**src/rtl/lsu_pkg.sv**
```systemverilog
// Shared types and constants for the load/store unit.
// Holds the FSM state type, func3 access-size codes and controller strobe polarities.
// No logic; imported by lsu and lsu_align.
package lsu_pkg;

  typedef enum logic [1:0] {
    ST_IDLE = 2'd0,
    ST_BUSY = 2'd1,
    ST_DONE = 2'd2
  } lsu_state_e;

  // func3 access size / sign codes
  localparam logic [2:0] F3_B  = 3'b000;
  localparam logic [2:0] F3_H  = 3'b001;
  localparam logic [2:0] F3_W  = 3'b010;
  localparam logic [2:0] F3_BU = 3'b100;
  localparam logic [2:0] F3_HU = 3'b101;

  // Controller strobes that are asserted low
  localparam logic CS_ACTIVE = 1'b0;
  localparam logic WE_ACTIVE = 1'b0;

endpackage

```
**src/rtl/lsu_align.sv**
```systemverilog
// Byte-lane steering: store data replication, byte enables, legality, load extract/extend.
// Latency: purely combinational, zero cycles.
// Backpressure: none; pure function of its inputs.
// Ports: is_store/func3/addr_lo/store_data -> ok/wdata/be (request side);
//        ld_func3/ld_off/rdata -> ld_data (response side, driven from latched fields).
module lsu_align
  import lsu_pkg::*;
(
  input  logic        is_store,
  input  logic [2:0]  func3,
  input  logic [1:0]  addr_lo,
  input  logic [31:0] store_data,
  output logic        ok,
  output logic [31:0] wdata,
  output logic [3:0]  be,
  input  logic [2:0]  ld_func3,
  input  logic [1:0]  ld_off,
  input  logic [31:0] rdata,
  output logic [31:0] ld_data
);

  logic [7:0]  ld_byte;
  logic [15:0] ld_half;

  // Request side: func3 legality, alignment, and lane steering for stores.
  always_comb begin
    ok    = 1'b0;
    wdata = store_data;
    be    = 4'b1111;
    case (func3)
      F3_B: begin
        ok = 1'b1;
        if (is_store) begin
          wdata = {4{store_data[7:0]}};
          be    = 4'b0001 << addr_lo;
        end
      end
      F3_H: begin
        ok = ~addr_lo[0];
        if (is_store) begin
          wdata = {2{store_data[15:0]}};
          be    = addr_lo[1] ? 4'b1100 : 4'b0011;
        end
      end
      F3_W:    ok = (addr_lo == 2'b00);
      // Unsigned variants exist only for loads
      F3_BU:   ok = ~is_store;
      F3_HU:   ok = ~is_store & ~addr_lo[0];
      default: ok = 1'b0;
    endcase
  end

  // Response side: pick the addressed lane from the full word and extend it.
  assign ld_byte = rdata[{ld_off, 3'b000} +: 8];
  assign ld_half = ld_off[1] ? rdata[31:16] : rdata[15:0];

  always_comb begin
    case (ld_func3)
      F3_B:    ld_data = {{24{ld_byte[7]}}, ld_byte};
      F3_H:    ld_data = {{16{ld_half[15]}}, ld_half};
      F3_BU:   ld_data = {24'b0, ld_byte};
      F3_HU:   ld_data = {16'b0, ld_half};
      default: ld_data = rdata;
    endcase
  end

endmodule

```
**src/rtl/lsu.sv**
```systemverilog
// Load/store unit: decodes controller strobes, runs a req/ready access to data memory.
// Latency: decode cycle + BUSY until mem_ready (>=1) + one DONE cycle; timeout after WAIT_MAX.
// Backpressure: stall held to the core while decoding a valid access and throughout BUSY.
// Ports: cs/rd_en/wr_en/func3/addr/store_data from decode; stall/load_data/acc_fault/bus_err
//        to the core; mem_req/we/addr/wdata/be registered to memory, mem_ready/rdata back.
module lsu
  import lsu_pkg::*;
#(
  parameter int unsigned WAIT_MAX = 16
) (
  input  logic        clk,
  input  logic        rst_n,
  input  logic        cs,
  input  logic        rd_en,
  input  logic        wr_en,
  input  logic [2:0]  func3,
  input  logic [31:0] addr,
  input  logic [31:0] store_data,
  output logic        stall,
  output logic [31:0] load_data,
  output logic        acc_fault,
  output logic        bus_err,
  output logic        mem_req,
  output logic        mem_we,
  output logic [31:0] mem_addr,
  output logic [31:0] mem_wdata,
  output logic [3:0]  mem_be,
  input  logic        mem_ready,
  input  logic [31:0] mem_rdata
);

  lsu_state_e  state_q, state_d;
  logic [31:0] cnt_q, cnt_d;
  logic        mem_req_q, mem_we_q, bus_err_q;
  logic [31:0] mem_addr_q, mem_wdata_q, load_data_q;
  logic [3:0]  mem_be_q;
  logic [2:0]  f3_q;
  logic [1:0]  off_q;

  logic        mem_op, is_st, is_ld, acc_ok, acc_valid, acc_bad, tmo;
  logic [31:0] st_wdata, ld_fmt;
  logic [3:0]  st_be;

  // Nothing is decoded while held in reset, so stall drops with rst_n.
  assign mem_op    = rst_n && (state_q == ST_IDLE) && (cs == CS_ACTIVE);
  assign is_st     = mem_op && (wr_en == WE_ACTIVE);
  assign is_ld     = mem_op && (wr_en != WE_ACTIVE) && rd_en;
  assign acc_valid = (is_st || is_ld) && acc_ok;
  assign acc_bad   = (is_st || is_ld) && !acc_ok;

  assign cnt_d = cnt_q + 32'd1;
  assign tmo   = (WAIT_MAX != 0) && (cnt_d == WAIT_MAX);

  lsu_align u_align (
    .is_store   (is_st),
    .func3      (func3),
    .addr_lo    (addr[1:0]),
    .store_data (store_data),
    .ok         (acc_ok),
    .wdata      (st_wdata),
    .be         (st_be),
    .ld_func3   (f3_q),
    .ld_off     (off_q),
    .rdata      (mem_rdata),
    .ld_data    (ld_fmt)
  );

  // State register
  always_ff @(posedge clk or negedge rst_n) begin
    if (!rst_n) state_q <= ST_IDLE;
    else        state_q <= state_d;
  end

  // Next state; ready takes precedence over a coincident timeout
  always_comb begin
    state_d = state_q;
    case (state_q)
      ST_IDLE: if (acc_valid) state_d = ST_BUSY;
      ST_BUSY: if (mem_ready || tmo) state_d = ST_DONE;
      ST_DONE: state_d = ST_IDLE;
      default: state_d = ST_IDLE;
    endcase
  end

  // Outputs: stall and fault are combinational from the controller inputs
  always_comb begin
    stall     = 1'b0;
    acc_fault = 1'b0;
    case (state_q)
      ST_IDLE: begin
        stall     = acc_valid;
        acc_fault = acc_bad;
      end
      ST_BUSY: stall = 1'b1;
      default: ;
    endcase
  end

  // Request fields, wait counter and load result
  always_ff @(posedge clk or negedge rst_n) begin
    if (!rst_n) begin
      cnt_q       <= '0;
      mem_req_q   <= 1'b0;
      mem_we_q    <= 1'b0;
      mem_addr_q  <= '0;
      mem_wdata_q <= '0;
      mem_be_q    <= '0;
      f3_q        <= '0;
      off_q       <= '0;
      load_data_q <= '0;
      bus_err_q   <= 1'b0;
    end else begin
      bus_err_q <= 1'b0;
      case (state_q)
        ST_IDLE: begin
          if (acc_valid) begin
            mem_req_q   <= 1'b1;
            mem_we_q    <= is_st;
            mem_addr_q  <= {addr[31:2], 2'b00};
            mem_wdata_q <= st_wdata;
            mem_be_q    <= st_be;
            f3_q        <= func3;
            off_q       <= addr[1:0];
            cnt_q       <= '0;
          end
        end
        ST_BUSY: begin
          if (mem_ready) begin
            mem_req_q   <= 1'b0;
            load_data_q <= mem_we_q ? 32'd0 : ld_fmt;
          end else if (tmo) begin
            mem_req_q   <= 1'b0;
            load_data_q <= '0;
            bus_err_q   <= 1'b1;
          end else begin
            cnt_q <= cnt_d;
          end
        end
        default: ;
      endcase
    end
  end

  // A faulting access reports zero without disturbing the held result
  assign load_data = acc_fault ? 32'd0 : load_data_q;
  assign bus_err   = bus_err_q;
  assign mem_req   = mem_req_q;
  assign mem_we    = mem_we_q;
  assign mem_addr  = mem_addr_q;
  assign mem_wdata = mem_wdata_q;
  assign mem_be    = mem_be_q;

endmodule

```
**config.mk**
```make
export PLATFORM = sky130hd
export DESIGN_NAME = lsu
export DESIGN_NICKNAME = d
export VERILOG_FILES = /design/src/rtl/lsu_pkg.sv /design/src/rtl/lsu_align.sv /design/src/rtl/lsu.sv
export SDC_FILE = /design/constraint.sdc
export NUM_CORES = 1
export LEC_CHECK = 0
export ABC_AREA = 1
export CAP_MARGIN = 15
export CORE_MARGIN = 5
export CORE_UTILIZATION = 30
export DETAILED_ROUTE_END_ITERATION = 6
export PLACE_DENSITY_LB_ADDON = 0.05
export SYNTH_ARGS = -nofsm -noshare
export SYNTH_HDL_FRONTEND = slang
export SYNTH_SLANG_ARGS = --single-unit
```
**constraint.sdc**
```tcl
create_clock -name clk -period 7.5 [get_ports clk]
set_clock_uncertainty 0.2 [all_clocks]
set_input_delay 1.5 -clock clk [delete_from_list [all_inputs] [get_ports clk]]
set_output_delay 1.5 -clock clk [all_outputs]
set_load 0.01 [all_outputs]
```
After elaboration in Yosys (flattened, before gate mapping). Index checks and enable logic that the tools add are counted.

Add/sub/neg operators: 1. Equal/unequal tests: 14. Shift operators: 2. Multiplexer cells: 30. Bitwise logic cells: 5. Reduce and logical (&&, ||, !) cells: 21.

Operator list (number): $mux 32 (9); $pmux 32 s2 (2); $pmux 32 s4 (1); $add 32x1->32 const B (1); $eq 32x5->1 const B (1); $shiftx 32x6->8 (1); $mux 16 (1); $eq 3x3->1 const B (4); $mux 4 (3); $ne 2x2->1 const B (4); $pmux 4 s2 (1); $logic_and 1x1->1 (7); $mux 1 (7); $eq 3x1->1 const B (2); $logic_not 3->1 (2); $reduce_and 2->1 (3); $pmux 1 s5 (1); $logic_not 2->1 (2); $mux 2 (2); $not 1->1 (4); $pmux 1 s2 (2); $pmux 2 s2 (1); $reduce_and 4->1 (1); $reduce_bool 2->1 (2); 8 further kinds (9).

Register bits after elaboration: 140. Input port bits: 105. Output and inout bits: 105. Word-level logic and storage cells: 84.

Logic depth before layout (Yosys ltp). Gate-level depths: netlist of run 1.

Depth after elaboration: 11. Gate-level depth with buffers: 16. Gate-level depth less buffers: 15.

Hierarchy. From an unflattened synthesis of run 1, not the netlist that was laid out.

Cells, all modules: 1307. Area total of the unflattened synthesis: 8934.8 um^2.

Modules (own cells, without submodules): lsu (instances 1, cells an instance 996, area each 7454.6 um^2, sequential area each 3503.4 um^2); lsu_align (instances 1, cells an instance 311, area each 1480.2 um^2, sequential area each 0.0 um^2).

Worst setup path after synthesis of run 1. No wires, ideal clock.

Kind: input -> output. Start point: in rst_n. End point: out load_data[22]. Data arrival time: 3.001 ns. Required time: 5.800 ns. Setup slack: 2.799 ns. Cell stages on the path: 8. Buffers on the path: 1. Cell sequence: inv_1 -> nor4_1 -> nand2_1 -> inv_1 -> o21ai_0 -> a21oi_1 -> clkbuf_1 -> nor2_1.

Word-level cells in the longest chain between the ends: 10. Elaborated cells between the ends (all ways): 13. Those cells by class: mux: 3; bitwise: 2; reduce/logical: 8.

Ends and longest elaborated chain: start: declaration (line lsu.sv:12) `input logic rst_n,`; $logic_and 1x1->1 * (2 in a row) (line lsu.sv:45) `assign mem_op = rst_n && (state_q == ST_IDLE) && (cs == CS_ACTIVE);`; $logic_and 1x1->1 (line lsu.sv:46) `assign is_st = mem_op && (wr_en == WE_ACTIVE);`; $not 1->1 (line lsu_align.sv:47, lsu_align.sv:48); $and 1x1->1 (line lsu_align.sv:48) `F3_HU: ok = ~is_store & ~addr_lo[0];`; $pmux 1 s5 (line lsu_align.sv:30) `case (func3)`; $logic_not 1->1 (line lsu.sv:49) `assign acc_bad = (is_st || is_ld) && !acc_ok;`; $logic_and 1x1->1 * (line lsu.sv:49); $mux 1 * (line lsu.sv:89) `case (state_q)`; via acc_fault (line lsu.sv:21) `output logic acc_fault,`; $mux 32 * (line lsu.sv:145) `assign load_data = acc_fault ? 32'd0 : load_data_q;`; end: declaration (line lsu.sv:20) `output logic [31:0] load_data,`.

Mark *: on every way through the listed nets, which the timed path passes. The rest lies on a longest branch.

Final worst setup path of run 1.
Start point: in rst_n. End point: out acc_fault.

Word-level cells in the longest chain between the ends: 9. Elaborated cells between the ends (all ways): 12. Those cells by class: mux: 2; bitwise: 2; reduce/logical: 8.

Ends and longest elaborated chain (line): $logic_and 1x1->1 * (2 in a row) (lsu.sv:45); $logic_and 1x1->1 (lsu.sv:46); $not 1->1 (lsu_align.sv:47, lsu_align.sv:48); $and 1x1->1 (lsu_align.sv:48); $pmux 1 s5 (lsu_align.sv:30); $logic_not 1->1 (lsu.sv:49); $logic_and 1x1->1 * (lsu.sv:49); $mux 1 * (lsu.sv:89); end: declaration (lsu.sv:21).

Mark *: on every way between the ends. The rest lies on a longest branch, timed or not.

==> flow_summary.ini, run 1 <==
[clock_tree]
root_buffer = clkbuf_16
clockBufferDepth = 2
cts_tree = yes
htreeDepth = 4
cts_buffers = 17
clkTransAtPathRegs_ns = 0.07
cts.sinks = 140
clkLatencyLatePin_ns = 0.42
postCtsSetupRepairBufs = 0
post_cts_resized = 0
hold_buffers = 0

[cells_and_area]
drive_gt1_share_pct = 4.90
final_common_cell = nand2_1
area_growth_pct = 37.1
final_core_util_pct = 41.6
fin_nets = 1401
mostFrequentLayoutCells = 362 x nand2_1, 206 x clkdlybuf4s50_1, 140 x dfrtp_1, 139 x nor2_1, 110 x nand3_1
antenna_cells = 0

[sta]
fin_setup_tns_ns = 0
min_period_over_period_pct = 78.1
period_needed_ns = 5.86
setup_viol = 0
tightest_slew_ns = 0.945
maxSlewHeadroom_pct = 37.0
finalHoldViolCount = 0
timing.fmax_mhz = 171
timing.hold.ws_ns = 0.280
rsz0062_at_grt = no
final_max_slew_viol_count = 0

[grt]
grt_max_degree = 66
grt_first_pass_wirelength_um = 42500
grt_usage_pct = 18.1
antenna_found_initial = 1
grt_overflow = 0
grt_pass1_vias = 7536

[synthesis]
synthArstFlopShare_pct = 100
ys_seq_area_share_pct = 44.4
ys_top_cells_by_area = dfrtp_1 44%, nand2_1 17%, nand3_1 7.0%, nor2_1 6.6%, o21ai_0 5.5%
yosys_most_used_dff = dfrtp_1
ys_types = 41
synth_area_mm2 = 0.00789
synth_area_leader_cell = dfrtp_1
synth-seq-cells = 140
synth_edf_count = 0
netlist_instances = 1109
yosysWarnings = 0
netlist.area_leader.share_pct = 44.4
syn_area_per_cell_um2 = 7.12

[placement]
port_buffers = 207
dpl.hpwl_um = 19300
finalWeightedCongestion = 0.836

[pwr]
total_power_mw = 2.69
ir_drop_mv = 0.122
switching_power_mw = 0.890
pwr-share-comb_pct = 30.9
power.density_mw_per_mm2 = 249
clockPowerShare_pct = 31.0
p_seq_share_pct = 38.0
power.leakage_nw = 5.05
switching_share_pct = 33.0
internal_power_mw = 1.81

[worst_setup_path]
r2r-start = state_q[0]$_DFFE_PN0P_
setup.worst_path.class = primary input to output pin
end_kind = output pin
critPathMaxFanout = 38
cp-start-kind = primary input
cp.arrival_ns = 4.16
startpoint = rst_n
cp.required_ns = 5.80

[die]
io_pins = 210
die_area_mm2 = 0.0296
initial_utilization_pct = 30.4
die_x_um = 172
coreArea_mm2 = 0.0260
num_rows = 59
die_height_um = 172

[route]
drt-vias-per-instance = 4.65
vias = 7639
wl_um = 26700
first_pass_iters = 5
initialDrtViolationCount = 403
ant_nets = 0
routedWlPerCell_um = 16.3
post-route-drc-count = 0

[status]
status = finished clean

[flow_run]
drv_cap = 0

[min_path]
hold_class = flip-flop to flip-flop
hold_start = mem_addr[26]$_DFFE_PN0P_
flip-flops by register name (all words and copies together), names as in the netlist:
name,cells
state_q,2
load_data_q,32
cnt_q,32
mem_be,4
bus_err,1
mem_addr,30
off_q,2
mem_req,1
mem_wdata,32
mem_we,1
f3_q,3
kinds of logic after synthesis:
| logic type | count (synthesis) | synth area share, % |
|---|---|---|
| AOI/OAI and AO/OA | 131 | 9.37 |
| xor gates and xnor gates | 13 | 1.44 |
| adders and majority gates | 2 | 0.317 |
| buffers and inverters | 157 | 8.05 |
| DFF | 140 | 44.4 |
| muxes | 10 | 1.28 |
| other | 1 | 0.0475 |
| and+or+nand+nor | 655 | 35.1 |
final timing paths:
| path | end | slack [ns] | depth (start not counted) |
|---|---|---|---|
| worst max register to register | cnt_q[16]$_DFFE_PN0P_ | 3.78 | 10 |
| min in group asynchronous | cnt_q[24]$_DFFE_PN0P_ | 0.76 | 1 |
| max in group asynchronous | load_data_q[5]$_DFFE_PN0P_ | 4.56 | 3 |
| worst min-delay path | mem_addr[26]$_DFFE_PN0P_ | 0.28 | 2 |
| worst max-delay path | acc_fault | 1.64 | 9 |
| worst min register to register | mem_addr[26]$_DFFE_PN0P_ | 0.28 | 2 |
synth_stat cells (6+ instances only):
library cell  number
o2111ai_1          7
nand3_1          111
o221ai_1           6
mux2i_1            9
dfrtp_1          140
a21oi_1           16
nand3b_1           8
buf_2             13
inv_1            103
clkbuf_1          28
nor2_1           139
nand2_1          362
o211ai_1           9
nand4_1            7
o21ai_0           86
buf_1              6
xor2_1             9
area by class of cell:
cell class	count	area (µm²)
flip-flops and latches	140	3500
clock inverters	14	144
inverters	105	394
fillers	2779	15200
multi-input cells	813	3770
repair buffers	217	2160
well taps	335	419
clock buffers	18	429
power by group through the flow:
stage	Sequential [mW]	Combinational [mW]	Clock, mW
4_1_cts	1.03	0.850	0.866
3_3_place_gp	1.04	0.845	0
2_1_floorplan	1.05	0.335	0
3_5_place_dp	1.03	0.849	0
6_report	1.02	0.833	0.837
5_1_grt	1.05	0.933	0.898
worst max-delay path, cell delays in order:
cell             delay [ns]
buf_6                  0.29
inv_1                  0.08
nor4_1                 0.42
nand2_1                0.31
inv_1                  0.21
o21ai_0                0.20
a21oi_2                0.16
buf_4                  0.32
clkdlybuf4s50_1        0.60
per-stage QoR:
step | instance area (µm²) | worst slack, ns | cells
after floorplan | 7900 | 2.80 | 1110
after global placement | 10200 | 1.59 | 1609
after detailed placement | 10200 | 1.55 | 1609
after CTS | 10800 | 1.55 | 1641
after global routing | 10800 | 1.33 | 1642
final | 10800 | 1.64 | 1642
layer usage:
layer | up-vias | wire (µm) | global-route usage [%]
met2 | 188 | 11900 | 27.1
met1 | 3512 | 12300 | 24.9
li1 | 3919 | - | -
met4 | 2 | 302 | 3.32
met5 | - | 11 | 0
met3 | 18 | 2250 | 7.48
(Power assumes the default switching activity.)
==> run 2, diff against run 1 <==
clock period = 4.8 ns   (was 7.5 ns; I/O delays follow)
==> flow_summary.ini, run 2 (synthesized netlist as in run 1, its figures left out) <==
[worst_setup_path]
path_delay_family = buffers and inverters
setup.worst_path.class = primary input to output pin
cp.buffers_inverters = 4
startpoint = cs
cp-start-kind = primary input
path_common_cell = clkdlybuf4s50_1
crit_chain = clkdlybuf4s50_1, nor4_1, nand2_1, inv_1, o21ai_0, a21oi_2, buf_4, clkdlybuf4s50_1
critPathMaxFanout = 33
worst_path_max_delay_cell = clkdlybuf4s50_1
r2r-start = cnt_q[0]$_DFFE_PN0P_
cp.arrival_ns = 3.42
end_kind = output pin
cp.required_ns = 3.64
max_stage_delay_ns = 0.60

[die]
coreArea_mm2 = 0.0260
die_height_um = 172
io_pins = 210
die_x_um = 172
die_area_mm2 = 0.0296
num_rows = 59
initial_utilization_pct = 30.4

[placement]
placedCellCount = 1612
finalWeightedCongestion = 0.846
dpl.hpwl_um = 19000
place_ws_ns = 0.237
port_buffers = 207

[cells_and_area]
mostFrequentLayoutCells = 362 x nand2_1, 206 x clkdlybuf4s50_1, 140 x dfrtp_1, 139 x nor2_1, 110 x nand3_1
area_growth_pct = 37.9
final_common_cell = nand2_1
drive_gt1_share_pct = 5.12
antenna_cells = 0
ff_latch_area_mm2 = 0.00350
num-fill-cells = 2727
multiInputGateArea_mm2 = 0.00377
final_cells = 1644
fin_nets = 1403

[pwr]
clockPowerShare_pct = 32.5
switching_power_mw = 1.42
power.leakage_nw = 5.08
internal_power_mw = 2.88
ir_drop_mv = 0.208
total_power_mw = 4.30
power.density_mw_per_mm2 = 395
pwr-share-comb_pct = 30.3
p_seq_share_pct = 37.2
switching_share_pct = 33.0

[grt]
grt_max_degree = 141
grt_overflow = 0
grt_first_pass_wirelength_um = 41700
grt_usage_pct = 17.8
antenna_found_initial = 1
grt_pass1_vias = 7428

[sta]
timing.fmax_mhz = 218
maxSlewHeadroom_pct = 36.4
final_max_slew_viol_count = 0
finalHoldViolCount = 0
tightest_slew_ns = 0.953
period_needed_ns = 4.58
min_period_over_period_pct = 95.4
fin_setup_tns_ns = 0
setup_viol = 0
finalWorstSetupSlack_ns = 0.221
rsz0062_at_grt = no

[clock_tree]
post_cts_resized = 0
cts_tree = yes
clkLatencyLatePin_ns = 0.42
root_buffer = clkbuf_16
postCtsSetupRepairBufs = 0
clkTransAtPathRegs_ns = 0.07
cts_buffers = 17
hold_buffers = 0
clockBufferDepth = 2
cts.sinks = 140
htreeDepth = 4

[route]
initialDrtViolationCount = 503
first_pass_iters = 5
routedWlPerCell_um = 15.9
vias = 7565
drt-vias-per-instance = 4.60
wl_um = 26200
ant_nets = 0
post-route-drc-count = 0

[min_path]
hold_class = flip-flop to flip-flop
hold_start = mem_addr[13]$_DFFE_PN0P_

[flow_run]
drv_cap = 0

[status]
status = finished clean
## run 2: tightest hold or removal path, stage by stage (launching register included)
cell	delay, ns
dfrtp_1	0.34
nand2_1	0.05
nand2_1	0.05
## run 2: metal layers
metal	part of all wire, %	global-route usage (%)
met2	45	27.1
met3	8.3	6.65
met4	0.86	3.14
met1	46	24.5
met5	0.050	0
## run 2: metrics by stage
step                hold WS, ns  utilization (%)  area, µm²
floorplan                 0.269                -       7900
global placement          0.261             39.5      10300
detailed placement        0.264             39.5      10300
CTS                       0.284             41.9      10900
global route              0.307             41.9      10900
finish                    0.278             41.9      10900
## run 2: final timing paths
| path | slack [ns] | endpoint | depth (start not counted) |
|---|---|---|---|
| min in group asynchronous | 0.41 | cnt_q[24]$_DFFE_PN0P_ | 2 |
| max | 0.22 | acc_fault | 8 |
| min reg2reg | 0.28 | mem_addr[13]$_DFFE_PN0P_ | 2 |
| max reg2reg | 1.44 | cnt_q[16]$_DFFE_PN0P_ | 12 |
| max in group asynchronous | 3.27 | mem_be[2]$_DFFE_PN0P_ | 2 |
| min | 0.28 | mem_addr[13]$_DFFE_PN0P_ | 2 |
## run 2: layout make-up
| type | instances | share of cell area (%) |
|---|---|---|
| clock inverters | 15 | 1.79 |
| well taps | 335 | 3.85 |
| repair buffers | 219 | 20.0 |
| inverters | 105 | 3.62 |
| flip-flops and latches | 140 | 32.2 |
| multi-input cells | 813 | 34.7 |
| clock buffers | 17 | 3.91 |
## run 2: power by group through the flow
stage               Clock (mW)  Combinational, mW  Sequential [mW]
floorplan                    0              0.524             1.65
global placement             0               1.32             1.62
detailed placement           0               1.33             1.62
CTS                       1.44               1.33             1.60
global route              1.49               1.45             1.64
finish                    1.40               1.31             1.60
==> run 3, diff against run 2 <==
PLACE_DENSITY_LB_ADDON = 0.25   (was 0.05)
==> flow_summary.ini, run 3 (synthesized netlist as in run 1, its figures left out) <==
[sta]
finalWorstSetupSlack_ns = 0.581
maxSlewHeadroom_pct = 27.6
tightest_slew_ns = 1.09
rsz0062_at_grt = no
final_max_slew_viol_count = 0
finalHoldViolCount = 0
setup_viol = 0
fin_setup_tns_ns = 0
period_needed_ns = 4.22
min_period_over_period_pct = 87.9
timing.fmax_mhz = 237

[route]
routedWlPerCell_um = 15.8
drt-vias-per-instance = 4.73
first_pass_iters = 5
initialDrtViolationCount = 474
vias = 7797
post-route-drc-count = 0
ant_nets = 0
wl_um = 26100

[cells_and_area]
final_core_util_pct = 41.9
final_common_cell = nand2_1
drive_gt1_share_pct = 5.11
fin_nets = 1406
final_cells = 1647
area_growth_pct = 37.8
mostFrequentLayoutCells = 362 x nand2_1, 206 x clkdlybuf4s50_1, 140 x dfrtp_1, 139 x nor2_1, 110 x nand3_1

[worst_setup_path]
worst_path_max_delay_cell = clkdlybuf4s50_1
cp-start-kind = primary input
cp.arrival_ns = 3.06
path_delay_family = buffers and inverters
cp.required_ns = 3.64
crit_chain = clkdlybuf4s50_1, nor4_1, buf_4, nand2_1, inv_1, o21ai_0, a21oi_2, buf_12, nor2_1, clkdlybuf4s50_1
critPathMaxFanout = 33
path_common_cell = clkdlybuf4s50_1
cp.buffers_inverters = 5
end_kind = output pin
max_stage_delay_ns = 0.55
setup.worst_path.class = primary input to output pin

[placement]
place_ws_ns = 0.606
finalWeightedCongestion = 0.889
placedCellCount = 1615
dpl.hpwl_um = 19100
port_buffers = 207

[clock_tree]
cts.sinks = 140
hold_buffers = 0
cts_tree = yes
cts_buffers = 17
htreeDepth = 4
root_buffer = clkbuf_16
clkLatencyLatePin_ns = 0.42
clkTransAtPathRegs_ns = 0.06
postCtsSetupRepairBufs = 0
clockBufferDepth = 2
post_cts_resized = 0

[pwr]
ir_drop_mv = 0.236
power.leakage_nw = 5.07
power.density_mw_per_mm2 = 390
total_power_mw = 4.24

[die]
coreArea_mm2 = 0.0260
die_x_um = 172
io_pins = 210
initial_utilization_pct = 30.4
num_rows = 59
die_height_um = 172
die_area_mm2 = 0.0296

[status]
status = finished clean

[grt]
grt_first_pass_wirelength_um = 41300
grt_usage_pct = 17.6
antenna_found_initial = 1
grt_overflow = 0
grt_max_degree = 128
grt_pass1_vias = 7621

[min_path]
hold_class = primary input to asynchronous set/reset pin

[flow_run]
drv_cap = 0
[run 3: cell count changes in the layout (fill, tap and decap cells not counted)]
cell        previous run  this run
clkinv_4               0         4
buf_4                 11        13
bufinv_16              1         2
inv_8                  5         1
diode_2                0         1
clkinv_8               4         0
clkbuf_1               0         2
clkinv_2               0         1
inv_6                  5         1
clkinvlp_4             0         3
buf_12                 1         2
[run 3: final timing paths]
| kind | startpoint | end | slack (ns) | cells past startpoint |
|---|---|---|---|---|
| min reg2reg | mem_wdata[19]$_DFFE_PN0P_ | mem_wdata[19]$_DFFE_PN0P_ | 0.28 | 2 |
| max reg2reg | cnt_q[0]$_DFFE_PN0P_ | cnt_q[18]$_DFFE_PN0P_ | 1.47 | 12 |
| min in group clk | mem_wdata[19]$_DFFE_PN0P_ | mem_wdata[19]$_DFFE_PN0P_ | 0.28 | 2 |
| max in group asynchronous | rst_n | mem_addr[29]$_DFFE_PN0P_ | 3.08 | 2 |
| min | rst_n | cnt_q[25]$_DFFE_PN0P_ | 0.19 | 1 |
| max | cs | load_data[12] | 0.58 | 10 |
[run 3: area by class of cell]
type | instances | area [µm²]
antenna | 1 | 2.50
clock buffer | 19 | 433
clock inverter | 12 | 143
fill | 2726 | 15100
inverter | 105 | 394
multi-input combinational | 813 | 3770
sequential | 140 | 3500
tap | 335 | 419
timing repair buffer | 222 | 2210
[run 3: where the power goes]
part | leakage [nW] | switching, mW | internal (mW) | total (mW)
clock | 0.272 | 0.545 | 0.770 | 1.31
sequential | 1.81 | 0.165 | 1.44 | 1.61
combinational | 2.99 | 0.634 | 0.689 | 1.32
[run 3: per-stage QoR]
step                hold WS (ns)  cell area (µm²)
floorplan                  0.269             7900
global placement           0.262            10300
detailed placement         0.266            10300
CTS                        0.185            10900
global route               0.194            10900
finish                     0.194            10900
[run 3: worst register-to-register path: cells and delay by family (launching register included)]
family	cells	cell delay, ns
AND/OR/NAND/NOR	10	2.15
flip-flops	1	0.41
XOR/XNOR	1	0.22
adder cells (fa/ha/maj)	1	0.23
[run 3: routing by layer]
| layer | wire [µm] | track usage, % |
|---|---|---|
| met1 | 11600 | 23.1 |
| met2 | 12000 | 27.5 |
| met3 | 1920 | 6.13 |
| met4 | 592 | 5.33 |
| met5 | 0 | 0 |
